### config.mk
export PLATFORM = sky130hd
export DESIGN_NAME = rv_multicycle_sequencer
export DESIGN_NICKNAME = d
export VERILOG_FILES = /design/src/rtl/rv_core_pkg.sv /design/src/rtl/rv_seq_decode.sv /design/src/rtl/rv_multicycle_sequencer.sv
export SDC_FILE = /design/constraint.sdc
export NUM_CORES = 1
export LEC_CHECK = 0
export BUFFER_PORTS_ARGS = -buffer_cell sky130_fd_sc_hd__buf_2
export CAP_MARGIN = 5
export CORE_UTILIZATION = 54
export CTS_BUF_LIST = sky130_fd_sc_hd__clkbuf_4 sky130_fd_sc_hd__clkbuf_8 sky130_fd_sc_hd__clkbuf_16
export DETAILED_ROUTE_END_ITERATION = 12
export PLACE_DENSITY = 0.85
export REMOVE_ABC_BUFFERS = 1
export SYNTH_ARGS = -nofsm -noshare
export SYNTH_HDL_FRONTEND = slang
export SYNTH_SLANG_ARGS = --single-unit
export TNS_END_PERCENT = 100
### constraint.sdc
create_clock -name i_clk -period 4.8 [get_ports i_clk]
set_input_delay 0 -clock i_clk [delete_from_list [all_inputs] [get_ports i_clk]]
set_output_delay 0 -clock i_clk [all_outputs]
set_load 0.1 [all_outputs]
### src/rtl/rv_core_pkg.sv
// -----------------------------------------------------------------------------
// rv_core_pkg
// Shared types and constants for the RV32I multi-cycle sequencer:
//   - state_e  : sequencer FSM states (encoding visible on the debug port)
//   - iclass_e : instruction class latched in DECODE
//   - opcode, ALU op and branch funct3 constants
//   - helpers for ALU op selection and branch resolution
// -----------------------------------------------------------------------------
package rv_core_pkg;

  typedef enum logic [2:0] {
    ST_IDLE   = 3'd0,
    ST_FETCH  = 3'd1,
    ST_DECODE = 3'd2,
    ST_EXEC   = 3'd3,
    ST_MEM    = 3'd4,
    ST_WB     = 3'd5,
    ST_TRAP   = 3'd6
  } state_e;

  // CL_NONE is the cleared value held from reset until the first DECODE.
  typedef enum logic [2:0] {
    CL_NONE = 3'd0,
    CL_R    = 3'd1,
    CL_I    = 3'd2,
    CL_LW   = 3'd3,
    CL_SW   = 3'd4,
    CL_BR   = 3'd5
  } iclass_e;

  localparam logic [6:0] OP_R  = 7'b0110011;
  localparam logic [6:0] OP_I  = 7'b0010011;
  localparam logic [6:0] OP_LW = 7'b0000011;
  localparam logic [6:0] OP_SW = 7'b0100011;
  localparam logic [6:0] OP_BR = 7'b1100011;

  localparam logic [3:0] ALU_NONE = 4'b0000;
  localparam logic [3:0] ALU_ADD  = 4'b1001;
  localparam logic [3:0] ALU_SUB  = 4'b0001;
  localparam logic [3:0] ALU_XOR  = 4'b0010;
  localparam logic [3:0] ALU_OR   = 4'b0011;
  localparam logic [3:0] ALU_AND  = 4'b0100;
  localparam logic [3:0] ALU_SLL  = 4'b0101;
  localparam logic [3:0] ALU_SRL  = 4'b1101;

  localparam logic [2:0] F3_BEQ = 3'b000;
  localparam logic [2:0] F3_BNE = 3'b001;
  localparam logic [2:0] F3_BLT = 3'b100;
  localparam logic [2:0] F3_BGE = 3'b101;

  // ALU op for R/I arithmetic. i_sub_en is only honoured for funct3 000,
  // and the caller passes 0 for I-type so addi never becomes a subtract.
  function automatic logic [3:0] f_alu_funct3(input logic [2:0] i_funct3,
                                              input logic       i_sub_en);
    logic [3:0] w_op;
    case (i_funct3)
      3'b000:  w_op = i_sub_en ? ALU_SUB : ALU_ADD;
      3'b001:  w_op = ALU_SLL;
      3'b100:  w_op = ALU_XOR;
      3'b101:  w_op = ALU_SRL;
      3'b110:  w_op = ALU_OR;
      3'b111:  w_op = ALU_AND;
      default: w_op = ALU_NONE;
    endcase
    return w_op;
  endfunction

  // Unsupported branch funct3 values resolve as not taken.
  function automatic logic f_branch_taken(input logic [2:0] i_funct3,
                                          input logic       i_eq,
                                          input logic       i_lt);
    logic w_taken;
    case (i_funct3)
      F3_BEQ:  w_taken = i_eq;
      F3_BNE:  w_taken = !i_eq;
      F3_BLT:  w_taken = i_lt;
      F3_BGE:  w_taken = !i_lt;
      default: w_taken = 1'b0;
    endcase
    return w_taken;
  endfunction

endpackage

### src/rtl/rv_seq_decode.sv
// -----------------------------------------------------------------------------
// rv_seq_decode
// Combinational instruction classifier.
// Ports:
//   i_instr   [31:0]  instruction register contents
//   o_iclass          instruction class (CL_NONE when illegal)
//   o_legal           opcode is one of R, I, LW, SW, BR
//   o_alu_op  [3:0]   ALU operation for the class
// -----------------------------------------------------------------------------
module rv_seq_decode
  import rv_core_pkg::*;
(
  input  logic [31:0] i_instr,
  output iclass_e     o_iclass,
  output logic        o_legal,
  output logic [3:0]  o_alu_op
);

  // Only opcode, funct3 and instr[30] matter to the sequencer.
  logic w_unused_bits;
  assign w_unused_bits = ^{i_instr[31], i_instr[29:15], i_instr[11:7]};

  always_comb begin
    o_iclass = CL_NONE;
    o_legal  = 1'b0;
    o_alu_op = ALU_NONE;
    case (i_instr[6:0])
      OP_R: begin
        o_iclass = CL_R;
        o_legal  = 1'b1;
        o_alu_op = f_alu_funct3(i_instr[14:12], i_instr[30]);
      end
      OP_I: begin
        o_iclass = CL_I;
        o_legal  = 1'b1;
        o_alu_op = f_alu_funct3(i_instr[14:12], 1'b0);
      end
      OP_LW: begin
        o_iclass = CL_LW;
        o_legal  = 1'b1;
        o_alu_op = ALU_ADD;
      end
      OP_SW: begin
        o_iclass = CL_SW;
        o_legal  = 1'b1;
        o_alu_op = ALU_ADD;
      end
      OP_BR: begin
        o_iclass = CL_BR;
        o_legal  = 1'b1;
        o_alu_op = ALU_ADD;
      end
      default: ;
    endcase
  end

endmodule

### src/rtl/rv_multicycle_sequencer.sv
// -----------------------------------------------------------------------------
// rv_multicycle_sequencer
// Steps the shared RV32I datapath through FETCH/DECODE/EXEC/MEM/WB, issues
// stage enables and datapath selects, resolves branches, handles memory wait
// states with a bus timeout, traps on illegal opcodes and counts retirements.
// Parameters:
//   MEM_TIMEOUT  wait cycles tolerated on imem/dmem ready before trapping (>=1)
// Ports:
//   i_clk, i_rst_n (async, active-low)
//   i_instr[31:0], i_imem_ready, i_dmem_ready, i_br_eq, i_br_lt
//   o_imem_req, o_ir_we, o_pc_we, o_pc_sel, o_dmem_req, o_dmem_we,
//   o_reg_wen, o_wb_sel, o_imm_sel, o_b_sel, o_a_sel, o_alu_op[3:0],
//   o_state[2:0] (debug), o_trap, o_bus_err, o_retired[31:0]
// -----------------------------------------------------------------------------
module rv_multicycle_sequencer
  import rv_core_pkg::*;
#(
  parameter int MEM_TIMEOUT = 15
) (
  input  logic        i_clk,
  input  logic        i_rst_n,
  input  logic [31:0] i_instr,
  input  logic        i_imem_ready,
  input  logic        i_dmem_ready,
  input  logic        i_br_eq,
  input  logic        i_br_lt,
  output logic        o_imem_req,
  output logic        o_ir_we,
  output logic        o_pc_we,
  output logic        o_pc_sel,
  output logic        o_dmem_req,
  output logic        o_dmem_we,
  output logic        o_reg_wen,
  output logic        o_wb_sel,
  output logic        o_imm_sel,
  output logic        o_b_sel,
  output logic        o_a_sel,
  output logic [3:0]  o_alu_op,
  output logic [2:0]  o_state,
  output logic        o_trap,
  output logic        o_bus_err,
  output logic [31:0] o_retired
);

  localparam int                CNT_W   = $clog2(MEM_TIMEOUT + 1);
  localparam logic [CNT_W-1:0]  CNT_MAX = CNT_W'(MEM_TIMEOUT);

  state_e            r_state;
  state_e            w_state_next;
  iclass_e           r_iclass;
  logic [3:0]        r_alu_op;
  logic [CNT_W-1:0]  r_wait_cnt;
  logic              r_bus_err;
  logic [31:0]       r_retired;

  iclass_e           w_dec_iclass;
  logic              w_dec_legal;
  logic [3:0]        w_dec_alu_op;
  logic              w_wait_hit;
  logic              w_timeout;

  rv_seq_decode u_decode (
    .i_instr  (i_instr),
    .o_iclass (w_dec_iclass),
    .o_legal  (w_dec_legal),
    .o_alu_op (w_dec_alu_op)
  );

  assign w_wait_hit = (r_wait_cnt == CNT_MAX);

  // Next state and stage enables. Everything is decoded from r_state and
  // r_iclass except ir_we, pc_we in MEM and pc_sel in EXEC, which follow the
  // ready/comparator inputs within the cycle.
  always_comb begin
    w_state_next = r_state;
    w_timeout    = 1'b0;
    o_imem_req   = 1'b0;
    o_ir_we      = 1'b0;
    o_pc_we      = 1'b0;
    o_pc_sel     = 1'b0;
    o_dmem_req   = 1'b0;
    o_dmem_we    = 1'b0;
    o_reg_wen    = 1'b0;
    case (r_state)
      ST_IDLE: w_state_next = ST_FETCH;
      ST_FETCH: begin
        o_imem_req = 1'b1;
        if (i_imem_ready) begin
          o_ir_we      = 1'b1;
          w_state_next = ST_DECODE;
        end else if (w_wait_hit) begin
          w_timeout    = 1'b1;
          w_state_next = ST_TRAP;
        end
      end
      ST_DECODE: w_state_next = w_dec_legal ? ST_EXEC : ST_TRAP;
      ST_EXEC: begin
        case (r_iclass)
          CL_R, CL_I:   w_state_next = ST_WB;
          CL_LW, CL_SW: w_state_next = ST_MEM;
          CL_BR: begin
            o_pc_we      = 1'b1;
            o_pc_sel     = f_branch_taken(i_instr[14:12], i_br_eq, i_br_lt);
            w_state_next = ST_FETCH;
          end
          default:      w_state_next = ST_TRAP;
        endcase
      end
      ST_MEM: begin
        o_dmem_req = 1'b1;
        o_dmem_we  = (r_iclass == CL_SW);
        if (i_dmem_ready) begin
          if (r_iclass == CL_SW) begin
            // Stores retire here; there is nothing to write back.
            o_pc_we      = 1'b1;
            w_state_next = ST_FETCH;
          end else begin
            w_state_next = ST_WB;
          end
        end else if (w_wait_hit) begin
          w_timeout    = 1'b1;
          w_state_next = ST_TRAP;
        end
      end
      ST_WB: begin
        o_reg_wen    = 1'b1;
        o_pc_we      = 1'b1;
        w_state_next = ST_FETCH;
      end
      ST_TRAP: w_state_next = ST_TRAP;
      default: w_state_next = ST_IDLE;
    endcase
  end

  // Static datapath selects, held from EXEC through WB.
  always_comb begin
    o_imm_sel = 1'b0;
    o_b_sel   = 1'b0;
    o_a_sel   = 1'b0;
    o_wb_sel  = 1'b0;
    if (r_state inside {ST_EXEC, ST_MEM, ST_WB}) begin
      case (r_iclass)
        CL_R: o_wb_sel = 1'b1;
        CL_I: begin
          o_imm_sel = 1'b1;
          o_b_sel   = 1'b1;
          o_wb_sel  = 1'b1;
        end
        CL_LW, CL_SW: begin
          o_imm_sel = 1'b1;
          o_b_sel   = 1'b1;
        end
        CL_BR: begin
          o_imm_sel = 1'b1;
          o_b_sel   = 1'b1;
          o_a_sel   = 1'b1;
        end
        default: ;
      endcase
    end
  end

  always_ff @(posedge i_clk or negedge i_rst_n) begin
    if (!i_rst_n) begin
      r_state    <= ST_IDLE;
      r_iclass   <= CL_NONE;
      r_alu_op   <= ALU_NONE;
      r_wait_cnt <= '0;
      r_bus_err  <= 1'b0;
      r_retired  <= '0;
    end else begin
      r_state <= w_state_next;
      if (r_state == ST_DECODE) begin
        r_iclass <= w_dec_iclass;
        r_alu_op <= w_dec_alu_op;
      end
      // Any state change restarts the wait count, so it is zero on entry to
      // FETCH/MEM; remaining in FETCH/MEM means the ready input was low.
      if (w_state_next != r_state) begin
        r_wait_cnt <= '0;
      end else if (r_state == ST_FETCH || r_state == ST_MEM) begin
        r_wait_cnt <= r_wait_cnt + 1'b1;
      end
      if (w_timeout) begin
        r_bus_err <= 1'b1;
      end
      if (o_pc_we) begin
        r_retired <= r_retired + 32'd1;
      end
    end
  end

  assign o_state   = r_state;
  assign o_alu_op  = r_alu_op;
  assign o_trap    = (r_state == ST_TRAP);
  assign o_bus_err = r_bus_err;
  assign o_retired = r_retired;

endmodule

==> flow_metrics.env <==
export IMPL_postCtsSetupBuffers=0
export IMPL_drv_slew=0
export IMPL_ioPinCount=90
export IMPL_leakagePower_nw=1.508
export IMPL_worst_setup_path_end_kind="flip-flop"
export IMPL_preCtsSetupSlack_ns=2.308
export IMPL_design_core_area_um2=4474
export IMPL_drcViolationCount=6
export IMPL_placementRows=24
export IMPL_finClkSkew_ns=0.006534
export IMPL_critical_path_reg2reg_endpoint="o_retired[22]$_DFFE_PN0P_"
export IMPL_ys_seq_area_frac=0.4581
export IMPL_fin_crit_sh=0.5198
export IMPL_outcome="finished, violations left"
export IMPL_ys_top_cells_by_count="sky130_fd_sc_hd__dfrtp_1, sky130_fd_sc_hd__nor2_1, sky130_fd_sc_hd__xor2_1"
export IMPL_wirelength_mm=5.325
export IMPL_finalCriticalPeriod_ns=2.495
export IMPL_placement_cell_area_um2=2905
export IMPL_drtIter0Drc=122
export IMPL_post_synth_top_area_share=0.4581
export IMPL_timing_hold_worst_start="i_instr[12]"
export IMPL_fp_dieArea_um2=5035
export IMPL_max_cap_violations=0
export IMPL_violations="DRC"
export IMPL_die_x_um=70.96
export IMPL_drt_pass1_iterations=8
export IMPL_io_buffer_count=68
export IMPL_report_final_hold_viol_count=0
export IMPL_layout_area_overhead_vs_synth_pct=17.01
export IMPL_worstSetupStartpointType="flip-flop"
export IMPL_report_power_total_mw=1.539
export IMPL_tritoncts="yes"
export IMPL_synth_top_flop_cell="sky130_fd_sc_hd__dfrtp_1"
export IMPL_antenna_cells_inserted=0
export IMPL_drive_above_1_share=0.2741
export IMPL_worst_slew_margin_rel=0.2127
export IMPL_finish_instance_area_um2=3004
export IMPL_post_drt_via_cell_ratio=5.563
export IMPL_worst_ep_required_time_ns=4.96
export IMPL_place_hpwl_mm=3.895
export IMPL_first_global_vias=2030
export IMPL_worst_vdd_drop_mv=0.6005
export IMPL_asyncSetResetFlopFracSynth=1.000
export IMPL_clk_pin_slew_worst_paths_ns=0.09
export IMPL_max_clock_path_buffers=2
export IMPL_report_final_setup_viol=0
export IMPL_power_switching_mw=0.8437
export IMPL_synth_warning_count=0
export IMPL_number_of_synthesized_flops_with_an_enable_pin=0
export IMPL_postLayoutSetupSlackWorst_ns=2.305
export IMPL_rsz0062_at_grt="false"
export IMPL_global_route_usage_total=0.2311
export IMPL_p_per_area_nw_per_um2=512.2
export IMPL_cts_made_buffers=5
export IMPL_worst_pin_slew_ns=1.173
export IMPL_r2r_worst_path_cells=5
export IMPL_cts_sinks=47
export IMPL_route_detailed_wl_per_inst_um=13.87
export IMPL_fp_dieH_um=70.96
export IMPL_crit_path_category="flip-flop to flip-flop"
export IMPL_drtAntennaViolNets=0
export IMPL_insertion_delay_ns=0.29
export IMPL_antenna_found_initial=0
export IMPL_clock_fmax_ghz=0.4008
export IMPL_synth_top_cells_by_area="sky130_fd_sc_hd__dfrtp_1, sky130_fd_sc_hd__xor2_1, sky130_fd_sc_hd__xnor2_1, sky130_fd_sc_hd__nor2_1, sky130_fd_sc_hd__nand2_1"
export IMPL_yosysUniqueCellTypes=50
export IMPL_timing_hold_worst_class="input pin to flip-flop"
export IMPL_worst_hold_slack_ns=0.02133
export IMPL_worstPathMaxFanout=19
export IMPL_first_pass_grt_wire_length_mm=9.239
export IMPL_globalRouteOverflowTotal=0
export IMPL_critical_path_reg2reg_startpoint="o_state[1]$_DFF_PN0_"
export IMPL_initial_cell_density_of_the_core=0.5738
export IMPL_grt_start_max_net_pins=48
export IMPL_netlist_top_cell_by_area="sky130_fd_sc_hd__dfrtp_1"
export IMPL_nNetsFinal=371
export IMPL_num_vias=2136
export IMPL_switching_share=0.5483
export IMPL_postSynthCellCount=268
export IMPL_r2r_slack_ns=2.31
export IMPL_cts_h_tree_lvls=2
export IMPL_synth_area_per_cell_um2=9.580
export IMPL_combinationalPowerShare=0.503
export IMPL_whs_path_depth=3
export IMPL_worstHoldEndpoint="o_alu_op[2]$_DFFE_PN0P_"
export IMPL_synth_most_common_cell="sky130_fd_sc_hd__dfrtp_1"
export IMPL_cp_arrival_ns=2.66
export IMPL_pwr_share_seq=0.345
export IMPL_yosys_register_bits=47
export IMPL_cts_root_buf="sky130_fd_sc_hd__clkbuf_8"
export IMPL_gp_congestion=0.8686
export IMPL_post_synth_instance_area_um2=2567
export IMPL_cell_internal_pwr_mw=0.6950
export IMPL_clockPowerShare=0.152
## registers in the layout, indices dropped and copies added, names as in the netlist
register and cells:
o_bus_err 1, o_alu_op 4, r_iclass 3, o_state 3
o_retired 32, r_wait_cnt 4
## timing repair
item,in CTS,in global routing
resized for setup,0,0
hold buffers,1,0
endpoints found under the setup margin,0,0
endpoints found under the hold margin,47,0
## worst max path at each step
| stage | to | slack (ns) | cells past startpoint | from |
|---|---|---|---|---|
| after global routing | o_retired[22]$_DFFE_PN0P_ | 2.12 | 5 | o_state[1]$_DFF_PN0_ |
| after detailed placement | o_retired[22]$_DFFE_PN0P_ | 2.31 | 5 | o_state[1]$_DFF_PN0_ |
| after global placement | o_retired[22]$_DFFE_PN0P_ | 2.39 | 5 | o_state[1]$_DFF_PN0_ |
| after CTS | o_retired[22]$_DFFE_PN0P_ | 2.24 | 5 | o_state[1]$_DFF_PN0_ |
| after floorplan | o_dmem_we | -0.85 | 3 | o_state[2]$_DFF_PN0_ |
| final | o_retired[22]$_DFFE_PN0P_ | 2.31 | 5 | o_state[1]$_DFF_PN0_ |
## layer usage
layer  up-vias  track usage  routed length, um
met5         -            0                  0
met4         0      0.06000                 17
met3         2      0.04701                275
met2        66       0.3974               2720
met1      1026       0.2999               2313
li1       1042            -                  -
## placed cells by master (no fill, tap or decap), types with 7 or more instances in the layout
master                    count
sky130_fd_sc_hd__nand2_1     23
sky130_fd_sc_hd__dfrtp_1     47
sky130_fd_sc_hd__buf_2       68
sky130_fd_sc_hd__xor2_1      24
sky130_fd_sc_hd__o21ai_0      7
sky130_fd_sc_hd__nor3_1      12
sky130_fd_sc_hd__nor3_2       7
sky130_fd_sc_hd__nor2_1      31
sky130_fd_sc_hd__a21oi_1      7
sky130_fd_sc_hd__xnor2_1     15
sky130_fd_sc_hd__nand3_1     13
sky130_fd_sc_hd__inv_1       12
## metrics by stage
| step | cells | utilization | setup TNS [ns] |
|---|---|---|---|
| final | 384 | 0.6714 | 0 |
| after floorplan | 255 | - | -4.055 |
| after CTS | 384 | 0.6714 | 0 |
| after global routing | 384 | 0.6714 | 0 |
| after detailed placement | 375 | 0.6493 | 0 |
| after global placement | 375 | 0.6493 | 0 |
## critical path, cell delays in order (launching register included)
cell	delay [ns]
sky130_fd_sc_hd__dfrtp_1	0.68
sky130_fd_sc_hd__nor2b_1	0.15
sky130_fd_sc_hd__o2bb2ai_1	0.21
sky130_fd_sc_hd__o21ai_1	0.93
sky130_fd_sc_hd__nor4_1	0.18
sky130_fd_sc_hd__xor2_1	0.20
## power by group through the flow
stage / clock network, mW / registers, mW / logic (mW)
after floorplan: 0 / 0.806 / 0.362
after global placement: 0 / 0.534 / 0.762
after detailed placement: 0 / 0.538 / 0.773
after CTS: 0.241 / 0.530 / 0.776
after global routing: 0.257 / 0.543 / 0.817
final: 0.234 / 0.531 / 0.773
## cells by family (layout without fill, tap and decap cells)
logic type      count (synthesis)  after routing  synth area share
buf+inv                        25             89           0.04386
simple gates                  117            117            0.2524
fa+ha+maj                       2              2          0.009745
compound gates                 35             35           0.09114
xor+xnor                       39             39            0.1330
flops                          47             47            0.4581
mux                             3              3           0.01170
## cell type report
cell class | count | area [um2]
fillers | 381 | 1470
multi-input cells | 196 | 1279
flip-flops and latches | 47 | 1176
repair buffers | 69 | 350.3
clock buffers | 5 | 68.82
well taps | 52 | 65.06
inverters | 12 | 45.04
clock inverters | 3 | 20.02
No activity file was read; power rests on OpenSTA's default activity.
